==> config.mk <==
export PLATFORM = sky130hd
export DESIGN_NAME = fifo_reader
export DESIGN_NICKNAME = d
export VERILOG_FILES = /design/src/rtl/fifo_pkg.sv /design/src/rtl/fifo_skid_buf.sv /design/src/rtl/fifo_reader.sv
export SDC_FILE = /design/constraint.sdc
export NUM_CORES = 1
export LEC_CHECK = 0
export ABC_AREA = 1
export CORE_ASPECT_RATIO = 1.1
export CORE_MARGIN = 2
export CORE_UTILIZATION = 25
export CTS_CLUSTER_DIAMETER = 40
export CTS_CLUSTER_SIZE = 20
export DETAILED_ROUTE_END_ITERATION = 8
export PLACE_DENSITY = 0.46
export SLEW_MARGIN = 20
export SYNTH_ARGS = -nofsm -noshare
export SYNTH_HDL_FRONTEND = slang
export SYNTH_SLANG_ARGS = --single-unit
==> constraint.sdc <==
create_clock -name clk -period 5 [get_ports clk]
set_clock_uncertainty 0.2 [all_clocks]
set_input_delay 0.75 -clock clk [delete_from_list [all_inputs] [get_ports clk]]
set_output_delay 0.75 -clock clk [all_outputs]
set_load 0.01 [all_outputs]
==> src/rtl/fifo_pkg.sv <==
// Shared definitions for the fifo and its read-side controller.
package fifo_pkg;

    // Cycles from a pop request to valid read data at the fifo port.
    localparam int FIFO_RD_LATENCY  = 1;
    // Entries in the reader's output buffer.
    localparam int READER_BUF_DEPTH = 2;
    // Default word width for fifo instances and readers.
    localparam int FIFO_DATA_WIDTH  = 32;

    // Output buffer occupancy, 0..READER_BUF_DEPTH.
    typedef logic [1:0] occ_t;

    localparam occ_t BUF_FULL = occ_t'(READER_BUF_DEPTH);

    // Per-cycle buffer operation, encoded as {pop, write}.
    typedef enum logic [1:0] {
        BUF_IDLE   = 2'b00,
        BUF_WR     = 2'b01,
        BUF_POP    = 2'b10,
        BUF_POP_WR = 2'b11
    } buf_op_e;

    function automatic buf_op_e buf_op(input logic pop, input logic wr);
        return buf_op_e'({pop, wr});
    endfunction

endpackage

==> src/rtl/fifo_skid_buf.sv <==
// Two-entry ordered output buffer: slot 0 is the head, slot 1 queues behind it.
module fifo_skid_buf
    import fifo_pkg::*;
#(
    parameter int DATA_WIDTH = FIFO_DATA_WIDTH
) (
    input  logic                  clk,
    input  logic                  rst,
    input  logic                  wr_en,
    input  logic [DATA_WIDTH-1:0] wr_data,
    input  logic                  pop,
    output logic [DATA_WIDTH-1:0] head,
    output occ_t                  count
);

    logic [DATA_WIDTH-1:0] buf0_q, buf0_d;
    logic [DATA_WIDTH-1:0] buf1_q, buf1_d;
    occ_t                  count_q, count_d;

    // Next-state slot contents: pops shift slot 1 forward, writes fill the first free slot.
    always_comb begin
        buf0_d  = buf0_q;
        buf1_d  = buf1_q;
        count_d = count_q;
        case (buf_op(pop, wr_en))
            BUF_POP: begin
                buf0_d  = buf1_q;
                count_d = count_q - 2'd1;
            end
            BUF_WR: begin
                if (count_q == 2'd0) buf0_d = wr_data;
                else                 buf1_d = wr_data;
                count_d = count_q + 2'd1;
            end
            BUF_POP_WR: begin
                // Head leaves and the new word takes the tail; count holds.
                if (count_q == BUF_FULL) begin
                    buf0_d = buf1_q;
                    buf1_d = wr_data;
                end else begin
                    buf0_d = wr_data;
                end
            end
            default: ;
        endcase
    end

    // Slot and occupancy registers.
    always_ff @(posedge clk) begin
        if (rst) begin
            buf0_q  <= '0;
            buf1_q  <= '0;
            count_q <= '0;
        end else begin
            buf0_q  <= buf0_d;
            buf1_q  <= buf1_d;
            count_q <= count_d;
        end
    end

    // A write into a full buffer with no pop would lose a word.
    always_ff @(posedge clk) begin
        if (!rst) assert (!(wr_en && !pop && count_q == BUF_FULL));
    end

    assign head  = buf0_q;
    assign count = count_q;

endmodule

==> src/rtl/fifo_reader.sv <==
// Drains a fifo with one-cycle read latency into a valid/ready stream.
module fifo_reader
    import fifo_pkg::*;
#(
    parameter int DATA_WIDTH  = FIFO_DATA_WIDTH,
    parameter int COUNT_WIDTH = 32
) (
    input  logic                   clk,
    input  logic                   rst,
    input  logic                   fifo_empty,
    output logic                   fifo_rd_en,
    input  logic [DATA_WIDTH-1:0]  fifo_data,
    output logic [DATA_WIDTH-1:0]  data_out,
    output logic                   valid_out,
    input  logic                   ready_in,
    output logic [COUNT_WIDTH-1:0] word_count,
    output logic [1:0]             occupancy
);

    logic                   inflight_q, inflight_d;
    logic [COUNT_WIDTH-1:0] word_count_q, word_count_d;
    logic                   pop;
    logic                   arrive;
    logic                   rd_en;
    logic [2:0]             pending;
    occ_t                   count;

    assign pop    = valid_out & ready_in;
    // Data for a read issued last cycle lands now; drop it while in reset.
    assign arrive = inflight_q & ~rst;

    // Issue a read only if a slot is certain to be free when its data arrives.
    always_comb begin
        pending      = 3'(count) + 3'(inflight_q) - 3'(pop);
        rd_en        = ~rst & ~fifo_empty & (pending <= 3'(READER_BUF_DEPTH - 1));
        inflight_d   = rd_en;
        word_count_d = word_count_q + COUNT_WIDTH'(pop);
    end

    // In-flight flag and delivered-word counter.
    always_ff @(posedge clk) begin
        if (rst) begin
            inflight_q   <= 1'b0;
            word_count_q <= '0;
        end else begin
            inflight_q   <= inflight_d;
            word_count_q <= word_count_d;
        end
    end

    fifo_skid_buf #(
        .DATA_WIDTH (DATA_WIDTH)
    ) u_skid_buf (
        .clk     (clk),
        .rst     (rst),
        .wr_en   (arrive),
        .wr_data (fifo_data),
        .pop     (pop),
        .head    (data_out),
        .count   (count)
    );

    assign fifo_rd_en = rd_en;
    assign valid_out  = (count != 2'd0);
    assign occupancy  = count;
    assign word_count = word_count_q;

endmodule

==> results.toml <==
[setup_path]
endpoint_kind = "output port"
cp-start-kind = "primary input"
reg2reg_slack_ps = 2060
cp.arrival_ps = 3400
crit_fanout = 3
criticalPathCategory = "primary input to output port"
crit_required_ps = 4050
cpMostUsedCell = "inv_1"
cp_num_buf_inv = 6
max_stage_delay_ps = 590
crit_chain = "clkdlybuf4s50_1, o21ai_1, inv_1, ha_1, inv_1, ha_1, inv_1, fa_1, inv_1, nor4_1, clkdlybuf4s50_1"
cp_slowest_cell = "clkdlybuf4s50_1"
cp_top_family = "buffers and inverters"

[timing]
setup-violations-final = 0
post-route-period-util_pct = 87.04
max_freq_mhz = 229.8
worst_pin_slew_ps = 920.7
final_max_slew_viol_count = 0
slew_headroom_pct = 38.62
rsz0062_at_grt = "no"
final.setup.tns_ps = 0
fin_crit_ps = 4352
setup_slack_ps = 647.8
hold_violations = 0

[route]
drc = 0
final_antenna_net_count = 0
wl_per_cell_um = 13.73
wl_um = 13270
drt_iter0_drc = 283
via_per_inst = 4.627
dr.pass1.iters = 4
vias = 4470

[yosys]
syn_nets = 679
synthCells = 636
synth_cell_types = 29
synth_top_area_share_pct = 43.94
syn_area_um2 = 4511
synth_edf_count = 0
synthTopCellsByArea = "dfxtp_1 44%, nand2_1 10%, o21ai_0 7.1%, a21oi_1 6.0%, nand3_1 5.9%"
syn_avg_cell_area_um2 = 7.092
ys_seq_area_share_pct = 43.94
yosys_most_used_dff = "dfxtp_1"
yosys_warnings = 0
async_flop_share_pct = 0
ys_ff_latch = 99
synth.largest_area_cell = "dfxtp_1"

[global_route]
grt_pass1_vias = 4240
grt_pass1_wl_um = 21860
antenna_found_initial = 0
use_met1_pct = 18.45
gr-usage-all-layers_pct = 14.30
grtUsageMet3_pct = 3.901
grt_busiest_layer = "met2"
grt_start_max_net_pins = 76
overflow = 0
met2_usage_pct = 24.01

[layout]
syn_to_final_growth_pct = 34.81
fin_nets = 766
multiInputGateArea_um2 = 2133
antennaDiodeCount = 0
instances_no_fill = 966
num-fill-cells = 1874
layout.area.seq_um2 = 1982
layout-drive-gt1-share_pct = 4.945
final_cell_area_um2 = 6081

[power]
power_density_nw_per_um2 = 460.4
vdd_ir_drop_max_mv = 0.2330
p_leak_nw = 1.933
total_power_mw = 2.799

[cts]
ctsHoldBuffers = 0
cts_max_level = 3
clkLatencyLatePin_ps = 350
post_cts_resized = 0
cts_tree = "yes"
clockBufferDepth = 2
clockRootBuffer = "clkbuf_16"
postCtsSetupRepairBufs = 0
clkSinkCount = 99
clk_pin_slew_ps = 70
numCtsBuffers = 9

[placed_design]
finalWeightedCongestion = 0.8478
io_buffers = 103
dp.cells = 950
placed_area_um2 = 5728
dp.final_hpwl_um = 8985
pre_cts_ws_ps = 659.5

[floorplan]
dieArea_um2 = 19130
die_w_um = 132.1
io_pins = 104
core_um2 = 17680
rows = 51
die_h_um = 144.9
start_util_pct = 25.52

[outcome]
run_status = "finished clean"

[flow_run]
drv_cap = 0

[min_path]
hp-class = "register to register"
-- worst paths after layout --
check | start | end | cells after the start
worst max register to register | u_skid_buf.count[1] | u_skid_buf.buf1_q[3] | 8
worst min-delay path | u_skid_buf.buf1_q[9] | u_skid_buf.buf1_q[9] | 2
worst min register to register | u_skid_buf.buf1_q[9] | u_skid_buf.buf1_q[9] | 2
worst max-delay path | ready_in | fifo_rd_en | 11
-- worst reg2reg max path: cells and delay by family (launching register included) --
family / cells / cell delay [ps]
DFF: 1 / 400
and+or+nand+nor: 1 / 640
AOI/OAI and AO/OA: 4 / 680
buffers and inverters: 2 / 630
adders and majority gates: 1 / 250
-- layout make-up --
| class | instances | area share [%] |
|---|---|---|
| clock buffers | 9 | 3.704 |
| clock inverters | 7 | 1.996 |
| inverters | 67 | 4.156 |
| multi-input cells | 438 | 35.08 |
| flip-flops and latches | 99 | 32.59 |
| well taps | 238 | 4.897 |
| repair buffers | 108 | 17.57 |
-- synthesized netlist by cell type, drive strengths merged (5+ instances only) --
library cell and count:
nand2 127, dfxtp 99, nor2 75, o21ai 74
inv 67, a21oi 54, nand3 54, a31oi 32
buf 19, clkbuf 13, ha 6, xor2 5
-- cell families after synthesis --
family	count (synthesis)	synth area share, %
AOI/OAI and AO/OA	162	19.06
xor gates and xnor gates	7	1.359
adders and majority gates	7	2.108
buffers and inverters	99	8.932
DFF	99	43.94
and+or+nand+nor	262	24.60
-- power by group --
group / leakage (nW) / internal [mW] / switching, mW
Sequential: 0.805 / 0.973 / 0.109
Clock: 0.171 / 0.494 / 0.324
Combinational: 0.957 / 0.405 / 0.494
Total: 1.93 / 1.87 / 0.927
-- cells in the final DEF, fill, tap and decap left out, types with 6 or more instances in the layout --
master	instances
o21ai_1	9
nor2_1	69
a21oi_1	54
dfxtp_1	99
nand2_1	123
ha_1	6
nand3_1	53
o21ai_0	64
a31oi_1	32
inv_1	65
clkdlybuf4s50_1	103
clkbuf_16	9
-- per-layer routing --
metal  wire length, µm  vias up  part of all wire [%]
met3               710        6                   5.4
met5                 0        -                     0
met2              6204      118                    47
li1                  -     2280                     -
met1              6258     2066                    47
met4                95        0                  0.72
-- sequential cells by signal, indices dropped and copies added (netlist names) --
register           flops
u_skid_buf.head       32
inflight_q             1
word_count            32
u_skid_buf.count       2
u_skid_buf.buf1_q     32
-- through the flow --
stage | utilization (%) | hold slack, ps
floorplan | - | 223.2
global placement | 32.39 | 232.0
detailed placement | 32.41 | 236.3
CTS | 34.37 | 247.5
global route | 34.40 | 261.9
finish | 34.40 | 246.2
No activity file was read; power rests on OpenSTA's default activity.
==> RTL change 1: new RTL, same flow settings <==
`buf0_q` no longer has a reset.
--- a/src/rtl/fifo_skid_buf.sv
+++ b/src/rtl/fifo_skid_buf.sv
@@ -48,14 +48,16 @@
     // Slot and occupancy registers.
     always_ff @(posedge clk) begin
         if (rst) begin
-            buf0_q  <= '0;
             buf1_q  <= '0;
             count_q <= '0;
         end else begin
-            buf0_q  <= buf0_d;
             buf1_q  <= buf1_d;
             count_q <= count_d;
         end
+    end
+
+    always_ff @(posedge clk) begin
+        buf0_q <= buf0_d;
     end
 
     // A write into a full buffer with no pop would lose a word.
Behaviour: differs if rst is asserted again (counterexample within 4 cycles, from zero or initial values and one cycle with rst high); with rst held inactive, the same outputs for 10 cycles.
==> RTL change 1 against the unedited design <==
  * Non-clock buffer count decreased by 1
  * Total power fell by 12%
  * Wire length is 16% lower
  * Synthesized cell count decreased by 16%
  * Sequential cell count did not move
  * Worst setup slack better by 200 ps
  * Area after synthesis down 2.7%
  * Cell area shrank 2.9%
  * Sequential share of layout area increased by 6.4 points
==> RTL change 1: results (changes against the unedited design) <==
* Status: finished clean
* DRC errors left at 0 (unchanged)
* Leakage at 2.03 nW (+4.9%)
* CP Max Fanout at 3 (unchanged)
* Total number of H-tree levels at 3 (unchanged)
* Slew Viols, Final at 0 (unchanged)
* Peak supply drop at 0.000157 V (-33%)
* Slowest-stage cell, CP: clkdlybuf4s50_1
* DP HPWL at 7780 um (-13%)
* Met2 Routed Length at 4800 um (-23%)
* CTS root buffer: clkbuf_16
* DR WL met3 at 671 um (-5.5%)
* Diode count at 0 (unchanged)
* Number of global-route vias before repair at 3603 (-15%)
* FFs w/ async S/R, synth at 0% (unchanged)
* Post-CTS resize count at 0 (unchanged)
* TritonCTS buffer count at 9 (unchanged)
* Share of layout cells above drive strength 1 at 5.52% (+0.58 points)
* Worst-path clk slew at 70 ps (about the same)
* Worst min-delay path class: register to register
* Synth top area cells: dfxtp_1 31%, edfxtp_1 22%, o21ai_0 7.1%
* Post-placement cell area at 5620 sq um (-1.9%)
* Pre-Repair DR Iteration Count at 5 (+1)
* Synth Flop Type: dfxtp_1
* Critical path arrival at 3210 ps (-190 ps)
* Pre-CTS WS at 815 ps (+155 ps)
* Total setup buffers inserted after CTS at 0 (unchanged)
* Final Wtd Congestion at 0.837 (-1.3%)
* Synth cell types at 32 (+10%)
* Met1 wire length at 5460 um (-13%)
* Max-slew headroom at 39.3% (+0.68 points)
* Port Buffer Count at 103 (unchanged)
* Seq/Total Area, Yosys at 52.4% (+8.5 points)
* Synth top cells by count: 74 x nand2_1, 67 x dfxtp_1, 64 x nor2_1, 62 x o21ai_0, 61 x inv_1
* Crit path largest cell delay at 580 ps
* Initial antenna violation count at 0 (unchanged)
* Final WL at 11200 um (-16%)
* CTS Buffer Depth at 2 (unchanged)
* First-pass GRT wire length at 18100 um (-17%)
* GRT Util Overall at 12.4% (-1.9 points)
* Vias per cell at 4.39 (-5.1%)
* Post-layout nets at 672 (-12%)
* Worst-Skew Late Latency at 350 ps (about the same)
* Syn nets at 576 (-15%)
* Post-synth EDFFs at 32 (+32)
* DRT iter0 DRCs at 228 (-19%)
* Crit path max-delay family: buffers and inverters
* Yosys Warn Count at 0 (unchanged)
* Largest net degree at the start of global routing at 65 (-14%)
* Filler instances at 1798 (-4.1%)
## RTL change 1: changes by cell type after synthesis, moves of 5 or more
| cell | before | now |
|---|---|---|
| a31oi_1 | 32 | 0 |
| clkbuf_1 | 13 | 5 |
| dfxtp_1 | 99 | 67 |
| nand2_1 | 124 | 74 |
| nor2_1 | 69 | 64 |
| inv_1 | 66 | 61 |
| edfxtp_1 | 0 | 32 |
## RTL change 1: cell type report
class	instances	area [sq um]	share of cell area [%]
Timing Repair Buffer	107	1060	18.0
Tap cell	234	293	4.96
Sequential cell	99	2300	39.0
Clock inverter	7	60.1	1.02
Inverter	63	236	4.00
Multi-Input combinational cell	349	1730	29.3
Clock buffer	9	225	3.81
## RTL change 1: power breakdown
| group | switching, mW | internal [mW] | leakage, nW |
|---|---|---|---|
| clock | 0.327 | 0.346 | 0.136 |
| combinational | 0.388 | 0.301 | 1.04 |
| sequential | 0.0567 | 1.04 | 0.848 |
## RTL change 1: worst reg2reg max path: cells and delay by family, from the launching register on
kind	cells	cell delay [ps]
buffers and inverters	3	820
and+or+nand+nor	4	450
DFF	1	400
adders and majority gates	1	250
AOI/OAI and AO/OA	1	240
## RTL change 1: routing by layer
layer,up-vias,GRT usage [%]
met4,0,5.71
met2,122,19.3
met3,13,2.92
met5,-,0
li1,1950,-
met1,1725,16.3
## RTL change 1: final timing paths
kind | end | slack [ps] | cells past startpoint | from
min reg2reg | u_skid_buf.buf1_q[0]$_SDFFE_PP0P_ | 250 | 2 | u_skid_buf.buf1_q[0]$_SDFFE_PP0P_
min | u_skid_buf.buf1_q[0]$_SDFFE_PP0P_ | 250 | 2 | u_skid_buf.buf1_q[0]$_SDFFE_PP0P_
max | fifo_rd_en | 840 | 11 | ready_in
max reg2reg | u_skid_buf.head[16]$_DFFE_PP_ | 2330 | 9 | u_skid_buf.count[1]$_SDFFE_PP0P_
## RTL change 1: through the flow
step | power, mW | hold slack [ps] | utilization (%) | std cells
2_1_floorplan | 1.49 | 225 | - | 533
3_3_place_gp | 1.80 | 234 | 32.8 | 852
3_5_place_dp | 1.81 | 241 | 32.8 | 852
4_1_cts | 2.49 | 251 | 34.5 | 868
5_1_grt | 2.61 | 267 | 34.5 | 868
6_report | 2.45 | 249 | 34.5 | 868
## RTL change 1: cells by family (layout without fill, tap and decap cells)
group / Yosys count / in the layout / share of synthesized area [%]
AO/OA/AOI/OAI: 130 / 130 / 15.2
XOR/XNOR: 5 / 5 / 0.997
adder cells (fa/ha/maj): 7 / 7 / 2.17
buffers and inverters: 85 / 186 / 8.18
flip-flops: 99 / 99 / 52.4
AND/OR/NAND/NOR: 207 / 207 / 21.0
==> RTL change 2: new RTL, same settings <==
Made on the original files. The parameter `COUNT_WIDTH` goes from 32 to 24.
--- a/src/rtl/fifo_reader.sv
+++ b/src/rtl/fifo_reader.sv
@@ -3,7 +3,7 @@
     import fifo_pkg::*;
 #(
     parameter int DATA_WIDTH  = FIFO_DATA_WIDTH,
-    parameter int COUNT_WIDTH = 32
+    parameter int COUNT_WIDTH = 24
 ) (
     input  logic                   clk,
     input  logic                   rst,
Interface: changed (resized word_count); port bits go from 104 to 96. No check against the original RTL was run, so the function may have changed too.
==> RTL change 2 against the unedited design <==
  * Worst hold slack worse by 2.0 ps
  * Non-clock buffer count down 9
  * Area after synthesis is 12% lower
  * Wire length fell by 17%
  * Critical path type unchanged
  * Sequential cell count is 8 lower
  * Cell area down 12%
  * Critical endpoint unchanged
  * Final cell count fell by 15%
  * Total power fell by 8.0%
  * Worst setup slack improved by 160 ps
==> RTL change 2: results (changes against the unedited design) <==
* Status: finished clean
* DRT iter0 DRCs at 141 (-50%)
* Synth cell types at 33 (+14%)
* Post-CTS resize count at 0 (unchanged)
* Clock Sink Count at 91 (-8.1%)
* Count of non-CTS inverters in the layout at 59 (-12%)
* Initial antenna violation count at 0 (unchanged)
* Peak supply drop at 0.000179 V (-23%)
* Crit path capture: fifo_rd_en
* Filler instances at 1635 (-13%)
* GRT Util Overall at 13.3% (-1.0 points)
* Met2 GRT Util at 21.3% (-2.7 points)
* Largest net degree at the start of global routing at 78 (+2.6%)
* CTS root buffer: clkbuf_16
* Share of layout cells above drive strength 1 at 5.19% (+0.24 points)
* RR Endpoint: u_skid_buf.head[0]$_SDFFE_PP0P_
* Critical path arrival at 3240 ps (-160 ps)
* Synth top area cells: dfxtp_1 46%, o21ai_0 8.7%, nand2_1 7.8%
* Max-slew headroom at 36.6% (-2.0 points)
* Worst min-delay path class: register to register
* CTS Buffer Depth at 2 (unchanged)
* Post-DR wirelength/cell at 13.4 um (-2.1%)
* Vias per cell at 4.66 (+0.62%)
* First-pass GRT wire length at 18000 um (-18%)
* Signal buffers at 99 (-8.3%)
* NonClk Buf Share at 18.3% (+0.77 points)
* Min-delay src: u_skid_buf.buf1_q[21]$_SDFFE_PP0P_
* Final Wtd Congestion at 0.828 (-2.3%)
* Reg2reg setup slack at 2190 ps (+130 ps)
* Leakage at 1.76 nW (-8.9%)
* #MultiIn Comb at 352 (-20%)
* Cell count after synthesis at 533 (-16%)
* Fraction of area in registers at 34.1% (+1.5 points)
* Port Buffer Count at 95 (-7.8%)
* Total number of H-tree levels at 3 (unchanged)
* Number of global-route vias before repair at 3555 (-16%)
* Worst hold slack at 244 ps (-2.01 ps)
* Hold EP: u_skid_buf.buf1_q[21]$_SDFFE_PP0P_
* Critical R2R Launch: inflight_q$_SDFF_PP0_
* Met1 usage at 17.2% (-1.2 points)
* ClkCell Share at 5.38% (-0.32 points)
* Post-layout nets at 655 (-14%)
* Clkbuf count at 10 (+1)
* Syn nets at 576 (-15%)
* DP HPWL at 7300 um (-19%)
* Placed cells at 801 (-16%)
* Multi-input gate area at 1780 sq um (-16%)
* Seq/Total Area, Yosys at 45.7% (+1.8 points)
* Synth top cells by count: 91 x dfxtp_1, 83 x nand2_1, 69 x o21ai_0, 57 x inv_1, 49 x a21oi_1
* Met3 usage at 2.60% (-1.3 points)
* Post-Layout Cell Count at 817 (-15%)
## RTL change 2: cell count changes after synthesis, sizes merged, moves of 2 or more
cell | unedited run | this run
a21oi | 54 | 49
buf | 19 | 17
dfxtp | 99 | 91
inv | 67 | 59
nand2 | 127 | 85
nand3 | 54 | 46
nand4 | 1 | 3
nor2 | 75 | 46
xor2 | 5 | 2
## RTL change 2: layer usage
layer | wire length, um | share of wire, %
met1 | 5330 | 49
met2 | 5020 | 46
met3 | 418 | 3.8
met4 | 212 | 1.9
met5 | 0 | 0
## RTL change 2: worst max-delay path: cells and delay by family
family                   cells  cell delay [ps]
buffers and inverters        6             1320
adder cells (fa/ha/maj)      3              830
AND/OR/NAND/NOR              2              330
## RTL change 2: cell families (layout without fill, tap and decap cells)
logic type | count (synthesis) | count (layout) | share of synthesized area [%]
compound gates | 156 | 156 | 20.8
xor+xnor | 5 | 5 | 1.10
fa+ha+maj | 7 | 7 | 2.39
flops | 91 | 91 | 45.7
buf+inv | 90 | 174 | 9.70
simple gates | 184 | 184 | 20.3
## RTL change 2: through the flow
step           setup WS (ps)  utilization (%)  area [sq um]
2_1_floorplan           1690                -          3990
3_3_place_gp             843             32.2          5050
3_5_place_dp             786             32.2          5050
4_1_cts                  784             34.1          5340
5_1_grt                  691             34.1          5350
6_report                 812             34.1          5350
## RTL change 2: power by group
group | leakage [nW] | internal [mW] | switching (mW) | total (mW)
clock network | 0.132 | 0.355 | 0.306 | 0.661
registers | 0.741 | 0.910 | 0.110 | 1.02
logic | 0.888 | 0.403 | 0.492 | 0.895
total | 1.76 | 1.67 | 0.908 | 2.58
